**src/rtl/dq_pkg.sv**
```systemverilog
// Shared types and helpers for the dequant scale sequencer.
// Holds the FSM state enum, beat-count derivation and counter-width helper.
package dq_pkg;

    typedef enum logic [2:0] {
        ST_IDLE,
        ST_WAIT_SCALE,
        ST_LOAD,
        ST_RUN,
        ST_DONE
    } dq_seq_state_t;

    localparam int DQ_LANES_NUM = 16;
    localparam int DQ_ELEMS     = 256;

    function automatic int dq_beats(input int elems, input int lanes);
        return elems / lanes;
    endfunction

    // Never returns less than 1 so a single-beat tile still gets a legal counter.
    function automatic int clog2(input int value);
        int width;
        width = 0;
        while ((1 << width) < value) begin
            width = width + 1;
        end
        return (width < 1) ? 1 : width;
    endfunction

    localparam int DQ_BEATS = dq_beats(DQ_ELEMS, DQ_LANES_NUM);

endpackage

```
**src/rtl/dq_scale_sequencer.sv**
```systemverilog
// Pops one scale tile, pulses the shift-register load, then steps once per accepted beat.
// Latency: one WAIT_SCALE plus one LOAD bubble per tile; beat handshake is combinational.
// Backpressure: beats held off (ready=0) outside RUN; optional stall counter under DQ_SEQ_PERF_EN.
module dq_scale_sequencer
    import dq_pkg::*;
#(
    parameter int LANES_NUM  = 16,
    parameter int ELEMS      = 256,
    parameter int TILE_CNT_W = 16
) (
    input  logic                  clk,
    input  logic                  rstnn,
    input  logic                  start_i,
    input  logic [TILE_CNT_W-1:0] cfg_tiles_i,
    input  logic                  abort_i,
    input  logic                  scale_empty_i,
    output logic                  scale_pop_o,
    output logic                  dq_start_o,
    output logic                  dq_step_o,
    input  logic                  acc_valid_i,
    output logic                  acc_ready_o,
    input  logic                  dq_ready_i,
    output logic                  dq_valid_o,
    output logic                  dq_last_o,
    output logic                  busy_o,
    output logic                  done_o
`ifdef DQ_SEQ_PERF_EN
    ,
    output logic [31:0]           stall_cnt_o
`endif
);

    localparam int BEATS = dq_beats(ELEMS, LANES_NUM);
    localparam int BCW   = clog2(BEATS);
    localparam logic [BCW-1:0] LAST_BEAT = BCW'(BEATS - 1);

    dq_seq_state_t         state;
    dq_seq_state_t         state_nxt;
    logic [BCW-1:0]        beat_cnt;
    logic [TILE_CNT_W-1:0] tile_cnt;
    logic [TILE_CNT_W-1:0] tile_inc;
    logic [TILE_CNT_W-1:0] cfg_tiles;
    logic                  in_run;
    logic                  xfer;
    logic                  beat_last;
    logic                  start_acc;

    assign in_run    = (state == ST_RUN);
    assign xfer      = in_run & acc_valid_i & dq_ready_i;
    assign beat_last = (beat_cnt == LAST_BEAT);
    assign tile_inc  = tile_cnt + TILE_CNT_W'(1);
    assign start_acc = (state == ST_IDLE) & start_i & ~abort_i;

    assign dq_start_o  = (state == ST_LOAD);
    assign scale_pop_o = dq_start_o;
    assign dq_step_o   = xfer;
    assign acc_ready_o = in_run & dq_ready_i;
    assign dq_valid_o  = in_run & acc_valid_i;
    assign dq_last_o   = in_run & beat_last;
    assign busy_o      = (state != ST_IDLE);
    assign done_o      = (state == ST_DONE);

    always_comb begin
        state_nxt = state;
        case (state)
            ST_IDLE: begin
                if (start_i) begin
                    state_nxt = (cfg_tiles_i == '0) ? ST_DONE : ST_WAIT_SCALE;
                end
            end
            ST_WAIT_SCALE: begin
                if (!scale_empty_i) begin
                    state_nxt = ST_LOAD;
                end
            end
            // Shift register's low bundle is only valid the cycle after the load.
            ST_LOAD: state_nxt = ST_RUN;
            ST_RUN: begin
                if (xfer && beat_last) begin
                    state_nxt = (tile_inc == cfg_tiles) ? ST_DONE : ST_WAIT_SCALE;
                end
            end
            ST_DONE: state_nxt = ST_IDLE;
            default: state_nxt = ST_IDLE;
        endcase
        if (abort_i) begin
            state_nxt = ST_IDLE;
        end
    end

    always_ff @(posedge clk or negedge rstnn) begin
        if (!rstnn) begin
            state <= ST_IDLE;
        end else begin
            state <= state_nxt;
        end
    end

    always_ff @(posedge clk or negedge rstnn) begin
        if (!rstnn) begin
            beat_cnt  <= '0;
            tile_cnt  <= '0;
            cfg_tiles <= '0;
        end else if (abort_i) begin
            beat_cnt <= '0;
            tile_cnt <= '0;
        end else if (start_acc) begin
            cfg_tiles <= cfg_tiles_i;
            beat_cnt  <= '0;
            tile_cnt  <= '0;
        end else if (xfer) begin
            if (beat_last) begin
                beat_cnt <= '0;
                tile_cnt <= tile_inc;
            end else begin
                beat_cnt <= beat_cnt + BCW'(1);
            end
        end
    end

`ifdef DQ_SEQ_PERF_EN
    // Counts only cycles actually starved of a scale tile.
    always_ff @(posedge clk or negedge rstnn) begin
        if (!rstnn) begin
            stall_cnt_o <= '0;
        end else if (start_acc) begin
            stall_cnt_o <= '0;
        end else if ((state == ST_WAIT_SCALE) && scale_empty_i && (stall_cnt_o != 32'hFFFF_FFFF)) begin
            stall_cnt_o <= stall_cnt_o + 32'd1;
        end
    end
`endif

endmodule

```
**config.mk**
```make
export PLATFORM = sky130hd
export DESIGN_NAME = dq_scale_sequencer
export DESIGN_NICKNAME = d
export VERILOG_FILES = /design/src/rtl/dq_pkg.sv /design/src/rtl/dq_scale_sequencer.sv
export SDC_FILE = /design/constraint.sdc
export NUM_CORES = 1
export LEC_CHECK = 0
export CAP_MARGIN = 20
export CORE_AREA = 2 2 67 69
export DETAILED_ROUTE_END_ITERATION = 7
export DIE_AREA = 0 0 69 71
export PLACE_DENSITY = 0.89
export SLEW_MARGIN = 20
export SYNTH_ARGS = -nofsm -noshare
export SYNTH_HDL_FRONTEND = slang
export SYNTH_SLANG_ARGS = --single-unit
```
**constraint.sdc**
```tcl
create_clock -name clk -period 5.31 [get_ports clk]
set_clock_uncertainty 0.05 [all_clocks]
set_input_delay 1.062 -clock clk [delete_from_list [all_inputs] [get_ports clk]]
set_output_delay 1.062 -clock clk [all_outputs]
set_load 0.02 [all_outputs]
```
==> metrics.md, run 1 <==
| Metric | Value |
|---|---|
| CP startpoint kind | input pin |
| Clock Sinks | 39 |
| Fmax | 279.3 MHz |
| IO buf count | 30 |
| Worst-Skew Late Latency | 300 ps |
| Slew @ Worst Pin | 857.1 ps |
| Worst Hold Class | reg -> reg |
| DP Wirelength | 3.469 mm |
| CTS tree | built |
| Pwr dens | 270.5 nW/um^2 |
| Die footprint | 4899 sq um |
| Post-CTS setup buffers | 0 |
| Placed Cells | 316 |
| Drt first pass iters | 4 |
| Reg2Reg Setup Slack | 2850 ps |
| Fin. Hold Viols | 0 |
| Die width | 69 um |
| Asr flop ratio synth | 1.000 |
| Status | completed |
| Crit Path Class | in -> out |
| H-tree depth | 2 |
| Slew Limit Fails | 0 |
| Max VDD drop | 0.2208 mV |
| Inserted Diodes | 0 |
| Gr ovfl total | 0 |
| Seq/Total Area, Yosys | 0.4014 |
| Synth Warn # | 0 |
| CTS Hold Bufs | 0 |
| Remaining DRCs | 0 |
| Post-CTS Resized | 0 |
| Largest net degree at the start of global routing | 40 |
| Vias in the first global route | 1828 |
| Slew HR | 0.4286 |
| Syn Inst Count | 246 |
| Yosys cell types | 44 |
| Row count | 24 |
| Die Ht | 71 um |
| Setup TNS | 0 ps |
| Synthesized Nets | 271 |
| Clock buffer depth | 2 |
| P_leak | 1.111 nW |
| Clock buffer count from CTS | 5 |
| First-pass GRT wire length | 8.645 mm |
| Gpl congestion | 0.8689 |
| Post-DRT Antenna Nets | 0 |
| Gr usage total | 0.2214 |
| Setup crit end kind | primary output |
| EDFF count, synth | 0 |
| Post-Syn Area per Cell | 9.882 sq um |
| Root Driver | clkbuf_8 |
| CTS clk-pin slew, worst paths | 70 ps |
| MaxCap Viol Count | 0 |
| DR WL/cell | 14.73 um |
| DR vias | 1868 |
| Layout Nets | 296 |
| Core area | 4204 sq um |
| Vias/cell | 5.765 |
| Io pins | 31 |
| Period utilization | 0.6743 |
| Initial antenna violation count | 0 |
| Flip-flop and latch count after synthesis | 39 |
| Post-Route WL | 4.772 mm |
| Critical path arrival | 2470 ps |
| Mapped Area | 2431 sq um |
| RSZ-0062 raised after global routing | no |
| Setup violators final | 0 |
| Minimum clock period after layout | 3580 ps |
| Cell Count, Final, Fillers Out | 324 |
| Share of layout cells above drive strength 1 | 0.1360 |
| Layout area overhead | 15.90% |
| CP max FO | 5 |
| Req. time, crit path | 4200 ps |
| Drt first-iter violations | 101 |
| Initial Util | 0.5783 |
| Primary FF master, synth | dfrtp_1 |
==> worst paths after layout <==
path,startpoint,to,cells past startpoint
min reg2reg,cfg_tiles[1],cfg_tiles[1],1
min in group asynchronous,rstnn,tile_cnt[5],1
max,dq_ready_i,dq_step_o,4
max reg2reg,state[1],tile_cnt[7],4
max in group asynchronous,rstnn,cfg_tiles[7],1
min,cfg_tiles[1],cfg_tiles[1],1
==> cells in the mapped netlist (2+ instances only) <==
cell,instances,area share
and3_1,2,0.0051
nand2_1,21,0.032
nor4_4,2,0.017
mux2i_1,3,0.012
nand3_1,6,0.012
nand2b_1,2,0.0051
and2_1,3,0.0077
nor3b_1,5,0.015
nand4_1,9,0.023
nor3_1,5,0.010
nor2_1,21,0.032
mux2_2,16,0.074
o211ai_1,3,0.0093
xnor2_1,17,0.061
inv_1,3,0.0046
ha_1,2,0.010
buf_6,4,0.019
or3_1,10,0.026
nand3b_1,4,0.012
o21ai_0,10,0.021
buf_4,4,0.012
a21oi_1,15,0.031
dfrtp_1,39,0.40
clkbuf_1,3,0.0046
nor4_1,4,0.010
xor2_1,14,0.050
o2111ai_1,2,0.0072
==> power by group <==
group	internal (mW)	total [mW]	switching, mW
Combinational	0.0828	0.143	0.0598
Clock	0.152	0.258	0.106
Sequential	0.329	0.361	0.0324
Total	0.564	0.762	0.198
==> worst max-delay path, cell delays in order <==
cell,delay (ps)
clkdlybuf4s50_1,520
nand3_2,150
inv_2,130
clkdlybuf4s50_1,610
==> cells by family (layout without fill, tap and decap cells) <==
family	Yosys count	count (layout)	synth area share
flip-flops	39	39	0.4014
buffers and inverters	16	42	0.04374
multiplexers	19	19	0.08646
AO/OA/AOI/OAI	35	35	0.08646
AND/OR/NAND/NOR	104	104	0.2599
XOR/XNOR	31	31	0.1117
adder cells (fa/ha/maj)	2	2	0.01029
==> routing by layer <==
metal	share of wire	vias to the layer above	global-route usage	wire length, um
met5	0	-	0	0
met4	0.023	0	0.09150	109
met3	0.041	9	0.04416	197
met2	0.46	45	0.3483	2190
met1	0.48	882	0.3019	2275
li1	-	932	-	-
==> sequential cells by signal, indices dropped and copies added (netlist names) <==
register   count
beat_cnt       4
cfg_tiles     16
state          3
tile_cnt      16
==> metrics by stage <==
step,utilization,worst slack (ps),hold slack (ps),instance area (sq um),power (mW)
after CTS,0.6702,1749,483.9,2818,0.7669
after detailed placement,0.6423,1756,466.2,2700,0.5099
after floorplan,-,2838,449.5,2431,0.4607
after global routing,0.6702,1683,494.4,2818,0.8012
final,0.6702,1730,478.4,2818,0.7621
after global placement,0.6423,1790,460.3,2700,0.5032
==> placed cells by master, fill, tap and decap left out, types with 2 or more instances in the layout <==
| cell | instances |
|---|---|
| a21oi_1 | 15 |
| nor2_1 | 21 |
| nand2_1 | 21 |
| xor2_1 | 14 |
| o2111ai_1 | 2 |
| o21ai_0 | 10 |
| ha_1 | 2 |
| mux2_2 | 16 |
| or3_1 | 10 |
| and3_1 | 2 |
| xnor2_1 | 17 |
| dfrtp_1 | 39 |
| mux2i_1 | 3 |
| o211ai_1 | 3 |
| nand2b_1 | 2 |
| nor3_1 | 5 |
| clkdlybuf4s50_1 | 29 |
| nor4_4 | 2 |
| nand3_1 | 6 |
| inv_1 | 3 |
| nand4_1 | 9 |
| nor4_1 | 4 |
| clkbuf_8 | 6 |
| and2_1 | 3 |
| nor3b_1 | 5 |
| nand3b_1 | 4 |
==> layout make-up <==
class	instances	area [sq um]
clock buffers	6	82.58
clock inverters	2	35.03
fillers	349	1386
inverters	4	15.01
multi-input cells	191	1349
flip-flops and latches	39	975.9
well taps	52	65.06
repair buffers	30	295.3
(Power assumes the default switching activity.)
==> inputs of run 2 (changes only) <==
CORE_AREA = 2 2 73 75   (was 2 2 67 69)
DIE_AREA = 0 0 75 77   (was 0 0 69 71)
PLACE_DENSITY = 0.8   (was 0.89)
clock period = 2.91 ns   (was 5.31 ns; I/O delays follow)
==> run 2 against run 1 <==
Compared with the run above:
- register-to-register slack got worse by 2300 ps
- highest routed layer unchanged
- final cell count increased by 6.5%
- global-route usage decreased by 3.0 points
- largest power group unchanged
- via count increased by 2.3%
- clock-buffer cell count increased by 1
==> metrics.md, run 2 (synthesis results as in run 1) <==
| Metric | Value |
|---|---|
| Gr ovfl total | 0 (unchanged) |
| Inserted Diodes | 0 (unchanged) |
| Commonest cells after routing, fill and taps aside | dfrtp_1 (39), clkdlybuf4s50_1 (29), nor2_1 (21), nand2_1 (21), xnor2_1 (17) |
| Combinational share of power | 0.206 (+0.019) |
| CTS Hold Bufs | 0 (unchanged) |
| IO buf count | 30 (unchanged) |
| DP Wirelength | 3.622 mm (+4.4%) |
| H-tree depth | 2 (unchanged) |
| WHS | 338.9 ps (-139.6 ps) |
| Period utilization | 0.8905 |
| Gpl congestion | 0.8254 (-5.0%) |
| Status | completed |
| Req. time, crit path | 2280 ps (-1920 ps) |
| Remaining DRCs | 0 (unchanged) |
| Initial Util | 0.4884 (-0.08984) |
| Slew Limit Fails | 0 (unchanged) |
| Worst-Skew Late Latency | 290 ps (about the same) |
| Post-CTS Resized | 0 (unchanged) |
| Initial antenna violation count | 0 (unchanged) |
| RSZ-0062 raised after global routing | no |
| DR vias | 1911 (+2.3%) |
| Io pins | 31 (unchanged) |
| Crit path setup slack, layout | 318.7 ps (-1411 ps) |
| Worst Hold Class | in -> async |
| CP startpoint kind | input pin |
| Die footprint | 5775 sq um (+18%) |
| Drt first pass iters | 4 (unchanged) |
| Fin. Hold Viols | 0 (unchanged) |
| Post-Route WL | 4.854 mm (+1.7%) |
| R2R depth | 8 (+4) |
| Row count | 26 (+8.3%) |
| Gr usage total | 0.1918 (-0.02958) |
| Layout area overhead | 16.26% |
| Placed Cells | 337 (+6.6%) |
| Pwr dens | 448.8 nW/um^2 (+66%) |
| Clock Sinks | 39 (unchanged) |
| Post-DRT Antenna Nets | 0 (unchanged) |
| Sw Share | 0.2731 (+0.01299) |
| DR WL/cell | 14.07 um (-4.5%) |
| Post-CTS setup buffers | 0 (unchanged) |
| Pre-CTS setup slack | 325.3 ps (-1430 ps) |
| Root Driver | clkbuf_8 |
| Biggest registers after layout | cfg_tiles: 16 flops, tile_cnt: 16 flops, beat_cnt: 4 flops |
| Setup violators final | 0 (unchanged) |
| Core area | 4977 sq um (+18%) |
| MaxCap Viol Count | 0 (unchanged) |
| Cell Count, Final, Fillers Out | 345 (+6.5%) |
| Slew HR | 0.4269 (-0.001739) |
| Max VDD drop | 0.3123 mV (+41%) |
| CP max FO | 5 (unchanged) |
| Setup TNS | 0 ps (unchanged) |
| Die width | 75 um (+8.7%) |
| Switch Pwr | 0.3464 mW (+75%) |
| Slew @ Worst Pin | 859.7 ps (+2.608 ps) |
| Clock buffer count from CTS | 5 (unchanged) |
| Share of power burned in registers | 0.518 (+0.044) |
| Vias in the first global route | 1896 (+3.7%) |
| Int Power | 0.9221 mW (+64%) |
| Crit Path Class | in -> out |
| Largest net degree at the start of global routing | 40 (unchanged) |
| Setup crit end kind | primary output |
| First-pass GRT wire length | 8.569 mm (-0.88%) |
| Critical path arrival | 1960 ps (-510 ps) |
| Drt first-iter violations | 104 (+3.0%) |
| CTS clk-pin slew, worst paths | 70 ps (about the same) |
| Die Ht | 77 um (+8.5%) |
| Share of layout cells above drive strength 1 | 0.1382 (+0.002152) |
| Vias/cell | 5.539 (-3.9%) |
| Total power | 1.269 mW (+66%) |
| P_leak | 1.106 nW (-0.40%) |
| Layout Nets | 299 (+1.0%) |
| Commonest non-fill, non-tap cell in the layout | dfrtp_1 |
| Clock buffer depth | 2 (unchanged) |
| Fmax | 385.9 MHz |
| Power share of the clock group | 0.276 (-0.063) |
| Minimum clock period after layout | 2591 ps |
| CTS tree | built |
run 2: worst paths after layout:
kind / from / end / slack [ps]
max reg2reg: tile_cnt[0] / state[2] / 570
min: rstnn / tile_cnt[1] / 340
min reg2reg: cfg_tiles[13] / cfg_tiles[13] / 480
max in group asynchronous: rstnn / state[0] / 1910
min in group clk: cfg_tiles[13] / cfg_tiles[13] / 480
max: dq_ready_i / dq_step_o / 320
run 2: worst max-delay path, stage by stage:
cell	delay [ps]
clkdlybuf4s50_1	510
nand3_2	150
inv_2	120
clkdlybuf4s50_1	600
run 2: layer usage:
metal / track usage / part of all wire / up-vias / wire (um)
li1: - / - / 927 / -
met1: 0.2595 / 0.44 / 923 / 2120
met2: 0.3044 / 0.49 / 56 / 2391
met3: 0.04336 / 0.059 / 5 / 287
met4: 0.05536 / 0.011 / 0 / 54
met5: 0 / 0 / - / 0
run 2: area by class of cell:
| type | instances | area (sq um) |
|---|---|---|
| Sequential cell | 39 | 975.9 |
| Clock buffer | 7 | 76.32 |
| Fill cell | 449 | 2151 |
| Clock inverter | 1 | 5.005 |
| Inverter | 4 | 15.01 |
| Multi-Input combinational cell | 191 | 1349 |
| Timing Repair Buffer | 33 | 317.8 |
| Tap cell | 70 | 87.58 |
run 2: power groups by stage:
stage	Clock [mW]	Sequential, mW	Combinational (mW)
finish	0.350	0.657	0.261
global route	0.387	0.667	0.289
CTS	0.359	0.658	0.264
detailed placement	0	0.669	0.262
global placement	0	0.663	0.256
floorplan	0	0.647	0.193
run 2: metrics by stage:
step,util,instance area [sq um]
final,0.5679,2826
after global routing,0.5679,2826
after CTS,0.5679,2826
after detailed placement,0.5515,2745
after global placement,0.5515,2745
after floorplan,-,2431
==> inputs of run 3 (changes only) <==
ABC_CLOCK_PERIOD_IN_PS = 2910   (was unset)
CAP_MARGIN = unset   (was 20)
CTS_CLUSTER_DIAMETER = 40   (was unset)
==> results of run 3 <==
Final layout, timing and power as in run 2 (identical DEF).
